$ cat src/rtl/cla_decomposed_subtractor_if.sv
// Valid/ready stream bundle for cla_decomposed_subtractor.
// chk_err is present only when CLA_SUB_CHECK_EN is defined.
interface cla_decomposed_subtractor_if #(
  parameter int NBIT = 7
);
  logic            in_valid;
  logic            in_ready;
  logic [NBIT-1:0] in_s;
  logic [NBIT-1:0] in_a;
  logic            out_valid;
  logic            out_ready;
  logic [NBIT-1:0] out_b;
  logic            out_borrow;
`ifdef CLA_SUB_CHECK_EN
  logic            chk_err;

  modport master (
    output in_valid, in_s, in_a, out_ready,
    input  in_ready, out_valid, out_b,
    input  out_borrow, chk_err
  );

  modport slave (
    input  in_valid, in_s, in_a, out_ready,
    output in_ready, out_valid, out_b,
    output out_borrow, chk_err
  );
`else
  modport master (
    output in_valid, in_s, in_a, out_ready,
    input  in_ready, out_valid, out_b,
    input  out_borrow
  );

  modport slave (
    input  in_valid, in_s, in_a, out_ready,
    output in_ready, out_valid, out_b,
    output out_borrow
  );
`endif
endinterface

$ cat src/rtl/cla_decomposed_subtractor.sv
// Two-stage CLA subtractor b = (s - a) mod 2^NBIT, carry net then XOR.
// Optional self-check of a + b == s enabled by CLA_SUB_CHECK_EN.
module cla_decomposed_subtractor #(
  parameter int NBIT = 7
) (
  input logic                       clk,
  input logic                       rst_n,
  cla_decomposed_subtractor_if.slave bus
);

  typedef struct packed {
    logic [NBIT-1:0] p;
    logic [NBIT-1:0] c;
    logic            cout;
`ifdef CLA_SUB_CHECK_EN
    logic [NBIT-1:0] s;
    logic [NBIT-1:0] a;
`endif
  } s1_t;

  logic [NBIT-1:0] t;
  logic [NBIT-1:0] g;
  logic [NBIT-1:0] p;
  logic [NBIT:0]   c;

  s1_t             s1_q;
  logic            s1_valid;
  logic            out_valid_q;
  logic [NBIT-1:0] out_b_q;
  logic            out_borrow_q;

  logic            s2_adv;
  logic            in_ready;
  logic            accept;

  assign t = ~bus.in_a;
  assign g = bus.in_s & t;
  assign p = bus.in_s ^ t;

  // Each carry is a flat sum of products over g/p, no ripple chain.
  always_comb begin
    logic term;
    logic acc;
    c    = '0;
    c[0] = 1'b1;
    term = 1'b0;
    acc  = 1'b0;
    for (int i = 0; i < NBIT; i++) begin
      term = 1'b1;
      for (int k = 0; k <= i; k++) begin
        term = term & p[k];
      end
      acc = term;
      for (int j = 0; j <= i; j++) begin
        term = g[j];
        for (int k = j + 1; k <= i; k++) begin
          term = term & p[k];
        end
        acc = acc | term;
      end
      c[i+1] = acc;
    end
  end

  assign s2_adv   = s1_valid & (~out_valid_q | bus.out_ready);
  assign in_ready = ~s1_valid | s2_adv;
  assign accept   = bus.in_valid & in_ready;

  always_ff @(posedge clk or negedge rst_n) begin
    if (!rst_n) begin
      s1_valid <= 1'b0;
      s1_q     <= '0;
    end else if (accept) begin
      s1_valid <= 1'b1;
      s1_q.p    <= p;
      s1_q.c    <= c[NBIT-1:0];
      s1_q.cout <= c[NBIT];
`ifdef CLA_SUB_CHECK_EN
      s1_q.s    <= bus.in_s;
      s1_q.a    <= bus.in_a;
`endif
    end else if (s2_adv) begin
      s1_valid <= 1'b0;
    end
  end

  always_ff @(posedge clk or negedge rst_n) begin
    if (!rst_n) begin
      out_valid_q  <= 1'b0;
      out_b_q      <= '0;
      out_borrow_q <= 1'b0;
    end else if (s2_adv) begin
      out_valid_q  <= 1'b1;
      out_b_q      <= s1_q.p ^ s1_q.c;
      out_borrow_q <= ~s1_q.cout;
    end else if (bus.out_ready) begin
      out_valid_q  <= 1'b0;
    end
  end

`ifdef CLA_SUB_CHECK_EN
  logic [NBIT-1:0] s2_s;
  logic [NBIT-1:0] s2_a;
  logic [NBIT-1:0] chk_sum;

  always_ff @(posedge clk or negedge rst_n) begin
    if (!rst_n) begin
      s2_s <= '0;
      s2_a <= '0;
    end else if (s2_adv) begin
      s2_s <= s1_q.s;
      s2_a <= s1_q.a;
    end
  end

  assign chk_sum     = s2_a + out_b_q;
  assign bus.chk_err = out_valid_q & (chk_sum != s2_s);
`endif

  assign bus.in_ready   = in_ready;
  assign bus.out_valid  = out_valid_q;
  assign bus.out_b      = out_b_q;
  assign bus.out_borrow = out_borrow_q;

endmodule
$ cat src/flat_wrapper.sv
// flat-port wrapper written by rule: the top's interface ports become plain ports
module cla_decomposed_subtractor_flat 
#(
  parameter int NBIT = 7
)
  (clk, rst_n, bus_in_valid, bus_in_s, bus_in_a, bus_out_ready, bus_in_ready, bus_out_valid, bus_out_b, bus_out_borrow);
  cla_decomposed_subtractor_if #(.NBIT(NBIT)) bus_i ();
  input logic clk;
  input logic rst_n;
  input wire logic [$bits(bus_i.in_valid)-1:0] bus_in_valid;
  input wire logic [$bits(bus_i.in_s)-1:0] bus_in_s;
  input wire logic [$bits(bus_i.in_a)-1:0] bus_in_a;
  input wire logic [$bits(bus_i.out_ready)-1:0] bus_out_ready;
  output wire logic [$bits(bus_i.in_ready)-1:0] bus_in_ready;
  output wire logic [$bits(bus_i.out_valid)-1:0] bus_out_valid;
  output wire logic [$bits(bus_i.out_b)-1:0] bus_out_b;
  output wire logic [$bits(bus_i.out_borrow)-1:0] bus_out_borrow;
  assign bus_i.in_valid = bus_in_valid;
  assign bus_i.in_s = bus_in_s;
  assign bus_i.in_a = bus_in_a;
  assign bus_i.out_ready = bus_out_ready;
  assign bus_in_ready = bus_i.in_ready;
  assign bus_out_valid = bus_i.out_valid;
  assign bus_out_b = bus_i.out_b;
  assign bus_out_borrow = bus_i.out_borrow;
  cla_decomposed_subtractor #(.NBIT(NBIT)) u_core (.clk(clk), .rst_n(rst_n), .bus(bus_i));
endmodule
$ cat config.mk
export PLATFORM = sky130hd
export DESIGN_NAME = cla_decomposed_subtractor_flat
export DESIGN_NICKNAME = d
export VERILOG_FILES = /design/src/rtl/cla_decomposed_subtractor_if.sv /design/src/rtl/cla_decomposed_subtractor.sv /design/src/flat_wrapper.sv
export SDC_FILE = /design/constraint.sdc
export NUM_CORES = 1
export LEC_CHECK = 0
export BUFFER_PORTS_ARGS = -buffer_cell sky130_fd_sc_hd__buf_4
export CAP_MARGIN = 20
export CELL_PAD_IN_SITES_DETAIL_PLACEMENT = 0
export CELL_PAD_IN_SITES_GLOBAL_PLACEMENT = 2
export CORE_MARGIN = 3
export CORE_UTILIZATION = 25
export CTS_CLUSTER_SIZE = 16
export DETAILED_ROUTE_END_ITERATION = 6
export PLACE_DENSITY_LB_ADDON = 0.1
export SLEW_MARGIN = 30
export SYNTH_ARGS = -nofsm -noshare
export SYNTH_HDL_FRONTEND = slang
export SYNTH_SLANG_ARGS = --single-unit
$ cat constraint.sdc
create_clock -name clk -period 1.15 [get_ports clk]
set_input_delay 0.115 -clock clk [delete_from_list [all_inputs] [get_ports clk]]
set_output_delay 0.115 -clock clk [all_outputs]
set_load 0.005 [all_outputs]
**Yosys cells after proc, flatten, opt, wreduce, memory -nomap -nowiden**

Cells that the tools add are included.

- Flip-flop bits (word level): 25
- Input bits: 18
- Output and inout bits: 10
- Logic and storage cells: 79

- Multiplexer cells: 4
- Bitwise logic cells: 66
- Reduce and logical (&&, ||, !) cells: 2

Operator list:

| kind | count |
|---|---|
| $or A1 B1 Y1 | 30 |
| $and A1 B1 Y1 | 29 |
| $xor A7 B7 Y7 | 2 |
| $and A7 B7 Y7 | 1 |
| $not A7 Y7 | 1 |
| $mux W1 | 4 |
| $reduce_bool A2 Y1 | 2 |
| $not A1 Y1 | 3 |

**Depth between registers and ports, before layout**

Gate-level depths: netlist of the first run.

- Word-level depth: 15
- Gate-level depth with buffers: 6
- Mapped depth without buffers: 6

**Worst setup path before layout of the first run**

Ideal clock, no wire load.

- Path type: reg2reg
- Start: register u_core.out_valid_q (netlist: u_core.bus.out_valid)
- End: register u_core.s1_q[7] (netlist name)
- Library setup time: 132 ps
- Arrival: 1068 ps
- Required time: 1018 ps
- Path slack: -50 ps
- Stages on the path, launching flop included: 6
- Buffers on the path: 1
- Period minus slack after synthesis: 1200 ps
- Cell sequence: dfrtp_1 nand3b_4 nand2_1 buf_2 mux2i_1 o21ai_0

- Longest elaborated chain between the ends: 5

RTL lines:

| element | RTL line | source |
|---|---|---|
| start: declaration | cla_decomposed_subtractor.sv:28 | `logic out_valid_q;` |
| start signal: assignment | cla_decomposed_subtractor.sv:89 | `out_valid_q <= 1'b0;` |
| start signal: assignment | cla_decomposed_subtractor.sv:93 | `out_valid_q <= 1'b1;` |
| start signal: assignment | cla_decomposed_subtractor.sv:97 | `out_valid_q <= 1'b0;` |
| $not A1 Y1 | cla_decomposed_subtractor.sv:65 | `assign s2_adv = s1_valid & (~out_valid_q \| bus.out_ready);` |
| $or A1 B1 Y1 | cla_decomposed_subtractor.sv:65 |  |
| $and A1 B1 Y1 | cla_decomposed_subtractor.sv:65 |  |
| $or A1 B1 Y1 | cla_decomposed_subtractor.sv:66 | `assign in_ready = ~s1_valid \| s2_adv;` |
| via bus_in_ready | flat_wrapper.sv:14 | `output wire logic [$bits(bus_i.in_ready)-1:0] bus_in_ready;` |
| $and A1 B1 Y1 | cla_decomposed_subtractor.sv:67 | `assign accept = bus.in_valid & in_ready;` |
| end: declaration | cla_decomposed_subtractor.sv:26 | `s1_t s1_q;` |

The timed path passes the listed nets, and every way through them passes these cells.
A chain may end at the register's enable or synchronous reset.

**Worst setup path after layout of the first run**

- Start: register u_core.s1_valid
- End: register u_core.s1_q[9] (netlist name)

- Longest elaborated chain between the ends: 3
- Elaborated cells on any way between the ends: 4
- Classes of those cells: bitwise (4)

RTL lines:

| element | RTL line | source |
|---|---|---|
| start: declaration | cla_decomposed_subtractor.sv:27 | `logic s1_valid;` |
| start signal: assignment | cla_decomposed_subtractor.sv:71 | `s1_valid <= 1'b0;` |
| start signal: assignment | cla_decomposed_subtractor.sv:74 | `s1_valid <= 1'b1;` |
| start signal: assignment | cla_decomposed_subtractor.sv:83 | `s1_valid <= 1'b0;` |
| $and A1 B1 Y1 or $not A1 Y1 (tied branches) | cla_decomposed_subtractor.sv:65, cla_decomposed_subtractor.sv:66 |  |
| $or A1 B1 Y1 (*) | cla_decomposed_subtractor.sv:66 |  |
| $and A1 B1 Y1 (*) | cla_decomposed_subtractor.sv:67 |  |

Mark *: on every way between the ends. The rest lies on a longest branch, timed or not.

==> summary.txt, run 1 <==
Synth
  – Seq/Total Area, Yosys: 52.7%
  – Flip-flop and latch count after synthesis: 25
  – Mapped cell area: 1190 µm²
  – Syn_nets: 136
  – Yosys top cell area share: 52.7%
  – Yosys top cell by area: dfrtp_1
  – Syn Area/Cell: 10.8 µm²
  – Yosys cell types: 23
  – Cells after synthesis: 110
  – Synth area leaders: dfrtp_1 (53%), ha_1 (8.4%), nand2_1 (6.3%)
  – Synth warn: 0

Floorplan
  – I/O pin count: 28
  – Die Span Y: 74.9 µm
  – Row count: 24
  – Width of the die: 74.9 µm
  – Initial core utilization: 26.5%
  – Die area: 5610 µm²
  – Core region area: 4470 µm²

Clocking
  – # Post-CTS Setup Buffers: 0
  – Worst-Skew Late Latency: 0.26 ns
  – Root Buffer: clkbuf_8
  – CTS clk-pin slew, worst paths: 0.08 ns
  – CTS tree: built
  – H-tree depth: 1
  – Clock buffer depth: 2
  – CTS sink count: 25
  – Clock buffer count from CTS: 3

Timing
  – PnR worst setup slack: -0.00107 ns
  – Layout Skew: 0.00687 ns
  – Worst slew pin tran: 0.315 ns
  – Setup violators final: 1
  – Max Fclk: 869 MHz
  – Rel. slew slack: 79.0%
  – Final period util: 100%
  – TNS Setup: -0.00107 ns
  – Final min period: 1.15 ns
  – Fin. Hold Viols: 0
  – Pins Over Slew Limit: 0
  – RSZ-0062 raised after global routing: true

Worst setup path
  – Worst setup EP type: register
  – Crit Path Max Fanout: 8
  – Flop2flop setup slack: -0.001 ns
  – Buf/Inv on CP: 0
  – FF-to-FF Start: u_core.s1_valid$_DFFE_PN0P_
  – Slowest stage delay, CP: 0.41 ns
  – Critical path required time: 1.30 ns
  – R2R depth: 3
  – Startpoint Class: register
  – Slowest-stage cell, CP: dfrtp_1
  – Worst path cell trace: nand3b_4 -> and2_4 -> mux2_4
  – Worst r2r dst: u_core.s1_q[9]$_DFFE_PN0P_
  – Cell depth of the worst setup path: 3
  – Data arrival, critical path: 1.30 ns
  – Largest delay share family, worst path: flip-flops
  – Crit Path Class: reg2reg

Power
  – Cell leakage power: 0.830 nW
  – Pwr dens: 1420 nW/µm²
  – Peak VDD IR: 0.452 mV

Cells and area
  – Area Overhead vs Synth: 40.4%
  – Total inserted antenna cells: 0
  – Final nets: 182
  – Commonest non-fill, non-tap cell in the layout: buf_4
  – Layout cells sized above 1: 36.8%
  – Filler cell count: 457
  – Final instance area: 1670 µm²
  – Commonest cells after routing, fill and taps aside: buf_4 (41), dfrtp_1 (25), nand2_1 (18)

Routing
  – WL/cell: 11.0 µm
  – DRT Pass-1 Iters: 3
  – Via-per-instance ratio: 4.20
  – Routed Antenna Nets: 0
  – Initial DRC Count: 21
  – Drc violations: 0
  – Routed WL: 2290 µm
  – Via count: 869

Worst hold path
  – HP Class: in2reg
  – Hold EP: u_core.s1_valid$_DFFE_PN0P_
  – Worst hold stages: 2
  – Hold_sp: bus_in_valid

Placement
  – Count of buffers from port buffering: 27
  – GPL Wtd Cong: 0.675
  – DP Wirelength: 1770 µm
  – Placement Cell Area: 1560 µm²

Outcome
  – Outcome: finished with violations
  – Violated checks: setup timing

Global routing
  – GRT Resource Usage Total: 8.49%
  – Vias in the first global route: 808
  – Largest net degree at the start of global routing: 26
  – First-pass GRT wire length: 3580 µm
  – Total grt overflow: 0
  – Initial antenna violation count: 0

Flow run
  – Max Cap Viol: 0
[cell families (layout without fill, tap and decap cells)]
| kind of cell | after synthesis | count (layout) | share of synthesized area [%] |
|---|---|---|---|
| multiplexers | 6 | 6 | 6.22 |
| XOR/XNOR | 7 | 7 | 5.17 |
| adder cells (fa/ha/maj) | 8 | 8 | 8.44 |
| AO/OA/AOI/OAI | 23 | 23 | 11.0 |
| AND/OR/NAND/NOR | 29 | 29 | 11.8 |
| flip-flops | 25 | 25 | 52.7 |
| buffers and inverters | 12 | 57 | 4.64 |
[metal layers]
layer / GRT usage (%) / wire length (µm) / vias to the layer above
li1: - / - / 454
met1: 11.5 / 1080 / 395
met2: 13.2 / 1100 / 18
met3: 1.60 / 81 / 2
met4: 3.56 / 25 / 0
met5: 0 / 0 / -
[power by group]
part           internal [W]  total, W  leakage [nW]  switching [W]
sequential          0.00106   0.00117         0.293       0.000111
clock              0.000247  0.000502        0.0228       0.000255
combinational      0.000421  0.000687         0.514       0.000266
[synthesized netlist by cell type]
cell type / instances
mux2i_1: 1
nand2_1: 20
a21oi_1: 2
o22ai_1: 1
mux2_1: 1
ha_1: 8
xnor2_1: 7
nor2_1: 3
inv_1: 9
nand2b_1: 4
o21ai_0: 10
buf_2: 2
buf_6: 1
a31oi_1: 3
a21o_1: 1
and2_4: 1
mux2_2: 2
o21ai_1: 3
a211oi_1: 1
mux2_4: 2
nand3b_4: 1
dfrtp_1: 25
o211ai_1: 2
[timing repair]
action,in CTS,in global routing
cloned,0,1
endpoints found under the hold margin,25,0
gates resized for setup,3,7
hold buffers,1,0
pin swaps,2,2
endpoints found under the setup margin,15,16
[flip-flops by register name (all words and copies together), names as in the netlist]
signal                 cells
u_core.s1_q               15
u_core.bus.out_borrow      1
u_core.bus.out_valid       1
u_core.s1_valid            1
u_core.bus.out_b           7
[area by class of cell]
cell class,count,area [µm²],area share [%]
multi-input cells,73,533,32.0
flip-flops and latches,25,626,37.6
inverters,9,33.8,2.03
well taps,52,65.1,3.91
clock buffers,4,45.0,2.70
repair buffers,44,363,21.8
[per-stage QoR]
stage | setup WS (ns) | utilization [%] | cells | total power, W | hold slack [ns]
after CTS | -0.0221 | 36.2 | 206 | 0.00238 | 0.0639
after floorplan | -0.0390 | - | 110 | 0.00150 | -0.181
after global placement | -0.226 | 34.8 | 201 | 0.00184 | 0.0366
after global routing | -0.0500 | 37.2 | 207 | 0.00255 | 0.0678
final | -0.00107 | 37.2 | 207 | 0.00236 | 0.0748
after detailed placement | -0.282 | 34.8 | 201 | 0.00185 | 0.0425
[worst reg2reg max path, stage by stage (launching register included)]
cell,delay [ns]
dfrtp_1,0.41
nand3b_4,0.10
and2_4,0.22
mux2_4,0.31
[how the worst max path moves through the flow]
stage,start,to,slack [ns]
6_report,u_core.s1_valid$_DFFE_PN0P_,u_core.s1_q[9]$_DFFE_PN0P_,-0.001
3_3_place_gp,bus_in_a[0],u_core.s1_q[7]$_DFFE_PN0P_,-0.23
5_1_grt,u_core.bus.out_valid$_DFFE_PN0P_,u_core.s1_q[7]$_DFFE_PN0P_,-0.05
2_1_floorplan,u_core.bus.out_valid$_DFFE_PN0P_,u_core.s1_q[10]$_DFFE_PN0P_,-0.04
4_1_cts,u_core.bus.out_valid$_DFFE_PN0P_,u_core.s1_q[9]$_DFFE_PN0P_,-0.02
3_5_place_dp,bus_in_a[0],u_core.s1_q[7]$_DFFE_PN0P_,-0.28
Note: power is estimated with default switching activity, not from simulation.
==> run 2, diff against run 1 <==
- clock period: 1.15 -> 1.1 ns (I/O delays scaled with it)
==> run 2 against run 1 <==
Compared with the run above: the flow still finishes with violations (setup timing); clock power increased by 11%; largest power group unchanged; core utilization decreased by 0.70 points; worst hold slack got worse by 0.016 ns; worst setup slack got worse by 0.049 ns; sequential power increased by 5%; sequential share of layout area increased by 0.72 points; first-iteration DRC count increased by 67%; cell count decreased by 1.4%.
==> summary.txt, run 2 (synthesis results as in run 1) <==
Outcome
  – Outcome: finished with violations (unchanged)
  – Violated checks: setup timing (unchanged)

Routing
  – Routed Antenna Nets: 0 (unchanged)
  – Via-per-instance ratio: 4.24 (was 4.20)
  – DRT Pass-1 Iters: 4 (was 3)
  – Via count: 865 (was 869)
  – WL/cell: 11.4 µm (was 11.0 µm)
  – Drc violations: 0 (unchanged)
  – Initial DRC Count: 35 (was 21)
  – Routed WL: 2330 µm (was 2290 µm)

Flow run
  – Max Cap Viol: 0 (unchanged)

Timing
  – RSZ-0062 raised after global routing: true (unchanged)
  – PnR worst setup slack: -0.0505 ns (was -0.00107 ns)
  – Pins Over Slew Limit: 0 (unchanged)
  – Layout Skew: 0.00357 ns (was 0.00687 ns)
  – Worst hold slack: 0.0592 ns (was 0.0748 ns)
  – Fin. Hold Viols: 0 (unchanged)
  – Setup violators final: 6 (was 1)
  – Final min period: 1.15 ns (about the same)
  – Rel. slew slack: 78.9% (was 79.0%)
  – Final period util: 105% (was 100%)
  – Max Fclk: 869 MHz (about the same)
  – Worst slew pin tran: 0.316 ns (was 0.315 ns)

Clocking
  – CTS sink count: 25 (unchanged)
  – Root Buffer: clkbuf_8 (unchanged)
  – CTS clk-pin slew, worst paths: 0.09 ns (was 0.08 ns)
  – CTS tree: built (unchanged)
  – Clock buffer depth: 2 (unchanged)
  – # Post-CTS Setup Buffers: 0 (unchanged)
  – Worst-Skew Late Latency: 0.27 ns (was 0.26 ns)
  – H-tree depth: 1 (unchanged)
  – Clock buffer count from CTS: 3 (unchanged)

Cells and area
  – Final nets: 179 (was 182)
  – Area Overhead vs Synth: 37.8% (was 40.4%)
  – Layout cells sized above 1: 37.5% (was 36.8%)
  – Most flop-heavy register: u_core.s1_q (unchanged)
  – Sequential cell area: 626 µm² (unchanged)
  – Total inserted antenna cells: 0 (unchanged)
  – Largest register FFs: 15 (unchanged)
  – Filler cell count: 459 (was 457)
  – Area of the multi-input gates: 547 µm² (was 533 µm²)
  – Commonest non-fill, non-tap cell in the layout: buf_4 (unchanged)
  – Final core occ: 36.5% (was 37.2%)
  – Commonest cells after routing, fill and taps aside: buf_4 (38), dfrtp_1 (25), nand2_1 (18) (was buf_4 (41), dfrtp_1 (25), nand2_1 (18))
  – Final instance area: 1630 µm² (was 1670 µm²)
  – Post-Layout Cell Count: 204 (was 207)

Floorplan
  – Die area: 5610 µm² (unchanged)
  – Die Span Y: 74.9 µm (unchanged)
  – Width of the die: 74.9 µm (unchanged)
  – Initial core utilization: 26.5% (unchanged)
  – Core region area: 4470 µm² (unchanged)
  – I/O pin count: 28 (unchanged)
  – Row count: 24 (unchanged)

Power
  – Pwr dens: 1520 nW/µm² (was 1420 nW/µm²)
  – Clk pwr share: 22.4% (was 21.3%)
  – Switching pwr: 0.000693 W (was 0.000632 W)
  – Peak VDD IR: 0.456 mV (was 0.452 mV)
  – Net Sw Frac: 27.9% (was 26.8%)
  – Internal power: 0.00179 W (was 0.00173 W)
  – Seq pwr share: 49.5% (was 49.6%)
  – Cell leakage power: 0.803 nW (was 0.830 nW)
  – Overall power: 0.00248 W (was 0.00236 W)
  – Combinational Power Share: 28.1% (was 29.1%)

Placement
  – DP Wirelength: 1830 µm (was 1770 µm)
  – GPL Wtd Cong: 0.728 (was 0.675)
  – Dpl cells: 199 (was 201)
  – Count of buffers from port buffering: 27 (unchanged)
  – Placement Cell Area: 1530 µm² (was 1560 µm²)

Worst setup path
  – Slowest-stage cell, CP: dfrtp_1 (unchanged)
  – Crit Path Class: reg2reg (unchanged)
  – Crit Path Max Fanout: 7 (was 8)
  – Largest delay share family, worst path: flip-flops (unchanged)
  – Startpoint Class: register (unchanged)
  – Buf/Inv on CP: 0 (unchanged)
  – Critical path required time: 1.26 ns (was 1.30 ns)
  – Worst path cell trace: nand3b_4 -> and2_4 -> mux2_4 (unchanged)
  – Slowest stage delay, CP: 0.42 ns (was 0.41 ns)
  – Worst setup EP type: register (unchanged)
  – Data arrival, critical path: 1.31 ns (was 1.30 ns)

Global routing
  – Vias in the first global route: 885 (was 808)
  – First-pass GRT wire length: 3910 µm (was 3580 µm)
  – Largest net degree at the start of global routing: 26 (unchanged)
  – GRT Resource Usage Total: 9.09% (was 8.49%)
  – Initial antenna violation count: 0 (unchanged)
  – Total grt overflow: 0 (unchanged)

Worst hold path
  – HP Class: in2reg (unchanged)
[run 2: changes by cell type in the layout (fill, tap and decap cells not counted), moves of 2 or more]
cell	before	now
buf_4	41	38
nor2_1	3	1
o21ai_0	6	8
o21ai_1	7	5
nor2_2	0	2
buf_6	0	2
[run 2: final cells by class]
type	instances	area share (%)
inverters	9	2.07
multi-input cells	73	33.5
well taps	52	3.98
clock buffers	4	2.76
repair buffers	41	19.4
flip-flops and latches	25	38.3
[run 2: timing repair]
action                     CTS  global route
gates resized for setup      8             5
hold buffers                 1             0
hold endpoints to repair    25             0
pin swaps                    2             3
setup endpoints to repair   23            24
[run 2: power groups by stage]
stage	sequential, W	clock, W	combinational, W
floorplan	0.00124	0	0.000327
detailed placement	0.00125	0	0.000668
global placement	0.00124	0	0.000664
global route	0.00125	0.000601	0.000798
finish	0.00123	0.000556	0.000696
CTS	0.00123	0.000581	0.000699
[run 2: final timing paths]
check	slack [ns]	cells past startpoint	from	end
max in group asynchronous	0.59	2	rst_n	u_core.s1_q[13]$_DFFE_PN0P_
min in group asynchronous	0.27	2	rst_n	u_core.s1_valid$_DFFE_PN0P_
max	-0.05	3	u_core.bus.out_valid$_DFFE_PN0P_	u_core.s1_q[9]$_DFFE_PN0P_
max reg2reg	-0.05	3	u_core.bus.out_valid$_DFFE_PN0P_	u_core.s1_q[9]$_DFFE_PN0P_
min	0.06	2	bus_in_valid	u_core.s1_valid$_DFFE_PN0P_
min reg2reg	0.49	2	u_core.bus.out_b[0]$_DFFE_PN0P_	u_core.bus.out_b[0]$_DFFE_PN0P_
[run 2: per-layer routing]
metal	GRT usage (%)	up-vias	share of wire [%]
li1	-	451	-
met1	12.1	393	49
met2	15.0	19	46
met3	1.20	2	3.8
met4	3.56	0	1.1
met5	0	-	0
[run 2: worst register-to-register path: stages (launching register included)]
cell	delay, ns
dfrtp_1	0.42
nand3b_4	0.10
and2_4	0.22
mux2_4	0.31
[run 2: stage by stage]
| stage | TNS (ns) | setup WS, ns |
|---|---|---|
| after detailed placement | -1.72 | -0.331 |
| final | -0.218 | -0.0505 |
| after floorplan | -0.283 | -0.0889 |
| after global placement | -1.45 | -0.248 |
| after global routing | -1.21 | -0.103 |
| after CTS | -0.341 | -0.0603 |
==> run 3, diff against run 2 <==
- TNS_END_PERCENT: default -> 30
==> run 3 against run 2 <==
Compared with the run above: design area rose by 1.6%; the run still ends with setup timing left; cell count rose by 0.98%; combinational power rose by 3%; sequential share of layout area fell by 0.61 points; core utilization rose by 0.59 points; largest power group unchanged.
==> summary.txt, run 3 (synthesis results as in run 1) <==
Placement
  – Dpl cells: 201 (was 199)
  – Count of buffers from port buffering: 27 (unchanged)
  – DP Wirelength: 1840 µm (was 1830 µm)
  – Placement Cell Area: 1560 µm² (was 1530 µm²)
  – GPL Wtd Cong: 0.684 (was 0.728)

Cells and area
  – Layout cells sized above 1: 39.0% (was 37.5%)
  – Largest register FFs: 15 (unchanged)
  – Final nets: 181 (was 179)
  – Filler cell count: 450 (was 459)
  – Final instance area: 1660 µm² (was 1630 µm²)
  – Total inserted antenna cells: 0 (unchanged)
  – Post-Layout Cell Count: 206 (was 204)
  – Commonest non-fill, non-tap cell in the layout: buf_4 (unchanged)
  – Area Overhead vs Synth: 40.0% (was 37.8%)
  – Commonest cells after routing, fill and taps aside: buf_4 (40), dfrtp_1 (25), nand2_1 (17) (was buf_4 (38), dfrtp_1 (25), nand2_1 (18))
  – Most flop-heavy register: u_core.s1_q (unchanged)

Worst hold path
  – HP Class: in2reg (unchanged)
  – Worst hold stages: 2 (unchanged)

Flow run
  – Max Cap Viol: 0 (unchanged)

Timing
  – Fin. Hold Viols: 0 (unchanged)
  – PnR worst setup slack: -0.0777 ns (was -0.0505 ns)
  – RSZ-0062 raised after global routing: true (unchanged)
  – Worst hold slack: 0.0458 ns (was 0.0592 ns)
  – Rel. slew slack: 78.6% (was 78.9%)
  – Pins Over Slew Limit: 0 (unchanged)
  – Setup violators final: 9 (was 6)
  – Worst slew pin tran: 0.321 ns (was 0.316 ns)
  – Layout Skew: 0.00470 ns (was 0.00357 ns)
  – Final min period: 1.18 ns (was 1.15 ns)
  – Max Fclk: 849 MHz (was 869 MHz)
  – Final period util: 107% (was 105%)

Global routing
  – GRT Resource Usage Total: 9.64% (was 9.09%)
  – Largest net degree at the start of global routing: 26 (unchanged)
  – Vias in the first global route: 909 (was 885)
  – First-pass GRT wire length: 4080 µm (was 3910 µm)
  – Initial antenna violation count: 0 (unchanged)
  – Total grt overflow: 0 (unchanged)

Worst setup path
  – Worst r2r dst: u_core.s1_q[12]$_DFFE_PN0P_ (was u_core.s1_q[9]$_DFFE_PN0P_)
  – Flop2flop setup slack: -0.08 ns (was -0.05 ns)
  – CP startpoint: u_core.bus.out_valid$_DFFE_PN0P_ (unchanged)
  – Crit path to: u_core.s1_q[12]$_DFFE_PN0P_ (was u_core.s1_q[9]$_DFFE_PN0P_)
  – Crit Path Max Fanout: 7 (unchanged)
  – Startpoint Class: register (unchanged)
  – Slowest-stage cell, CP: dfrtp_1 (unchanged)
  – Slowest stage delay, CP: 0.43 ns (was 0.42 ns)
  – Data arrival, critical path: 1.34 ns (was 1.31 ns)
  – FF-to-FF Start: u_core.bus.out_valid$_DFFE_PN0P_ (unchanged)
  – R2R depth: 3 (unchanged)
  – Crit Path Class: reg2reg (unchanged)
  – Worst setup EP type: register (unchanged)
  – Worst path cell trace: nand3b_4 -> and2_4 -> mux2_4 (unchanged)
  – Critical path required time: 1.26 ns (about the same)

Clocking
  – CTS tree: built (unchanged)
  – Worst-Skew Late Latency: 0.27 ns (about the same)
  – Root Buffer: clkbuf_8 (unchanged)
  – Clock buffer count from CTS: 3 (unchanged)
  – CTS sink count: 25 (unchanged)
  – Clock buffer depth: 2 (unchanged)
  – CTS clk-pin slew, worst paths: 0.09 ns (about the same)
  – # Post-CTS Setup Buffers: 0 (unchanged)
  – H-tree depth: 1 (unchanged)

Floorplan
  – Core region area: 4470 µm² (unchanged)
  – Row count: 24 (unchanged)
  – Initial core utilization: 26.5% (unchanged)
  – I/O pin count: 28 (unchanged)
  – Die Span Y: 74.9 µm (unchanged)
  – Die area: 5610 µm² (unchanged)
  – Width of the die: 74.9 µm (unchanged)

Power
  – Overall power: 0.00251 W (was 0.00248 W)
  – Pwr dens: 1510 nW/µm² (was 1520 nW/µm²)
  – Peak VDD IR: 0.420 mV (was 0.456 mV)
  – Cell leakage power: 0.817 nW (was 0.803 nW)

Routing
  – Via count: 860 (was 865)
  – Via-per-instance ratio: 4.17 (was 4.24)
  – WL/cell: 11.4 µm (about the same)
  – Drc violations: 0 (unchanged)
  – Initial DRC Count: 19 (was 35)
  – Routed WL: 2360 µm (was 2330 µm)
  – Routed Antenna Nets: 0 (unchanged)
  – DRT Pass-1 Iters: 3 (was 4)

Outcome
  – Outcome: finished with violations (unchanged)
  – Violated checks: setup timing (unchanged)
## run 3: worst max-delay path, delay by kind of cell, from the launching register on
family | cells | cell delay, ns
flip-flops | 1 | 0.43
multiplexers | 1 | 0.31
AND/OR/NAND/NOR | 2 | 0.32
## run 3: worst min-delay path by stage
stage,from,end
CTS,bus_in_valid,u_core.s1_valid$_DFFE_PN0P_
global placement,rst_n,u_core.bus.out_valid$_DFFE_PN0P_
global route,bus_in_valid,u_core.s1_valid$_DFFE_PN0P_
finish,bus_in_valid,u_core.s1_valid$_DFFE_PN0P_
detailed placement,rst_n,u_core.bus.out_valid$_DFFE_PN0P_
floorplan,rst_n,u_core.bus.out_b[0]$_DFFE_PN0P_
## run 3: power breakdown
part           internal (W)  total (W)  switching (W)
Sequential          0.00111    0.00123       0.000118
Combinational      0.000434   0.000716       0.000282
Clock              0.000257   0.000566       0.000309
Total               0.00180    0.00251       0.000709
## run 3: metal layers
metal / up-vias / part of all wire [%] / global-route usage, %
li1: 449 / - / -
met1: 386 / 48 / 12.4
met2: 20 / 45 / 15.7
met3: 5 / 3.9 / 1.60
met4: 0 / 2.4 / 4.74
met5: - / 0 / 0
## run 3: area by class of cell
cell class	instances	area, µm²	share of cell area (%)
Clock inverter	1	7.51	0.452
Multi-Input combinational cell	73	546	32.9
Tap cell	52	65.1	3.92
Inverter	9	33.8	2.03
Clock buffer	3	41.3	2.49
Timing Repair Buffer	43	342	20.6
Sequential cell	25	626	37.7
## run 3: per-stage QoR
stage / util [%] / TNS [ns] / worst slack [ns]
after global routing: 37.1 / -1.21 / -0.106
after global placement: 34.8 / -1.28 / -0.296
after floorplan: - / -0.335 / -0.0890
after detailed placement: 34.8 / -1.65 / -0.350
final: 37.1 / -0.410 / -0.0777
after CTS: 36.7 / -0.524 / -0.0835
## run 3: timing repair
| action | 4_1_cts | 5_1_grt |
|---|---|---|
| pin swaps | 4 | 3 |
| hold endpoints to repair | 25 | 0 |
| gates resized for setup | 9 | 7 |
| hold buffers | 1 | 0 |
| endpoints found under the setup margin | 23 | 23 |
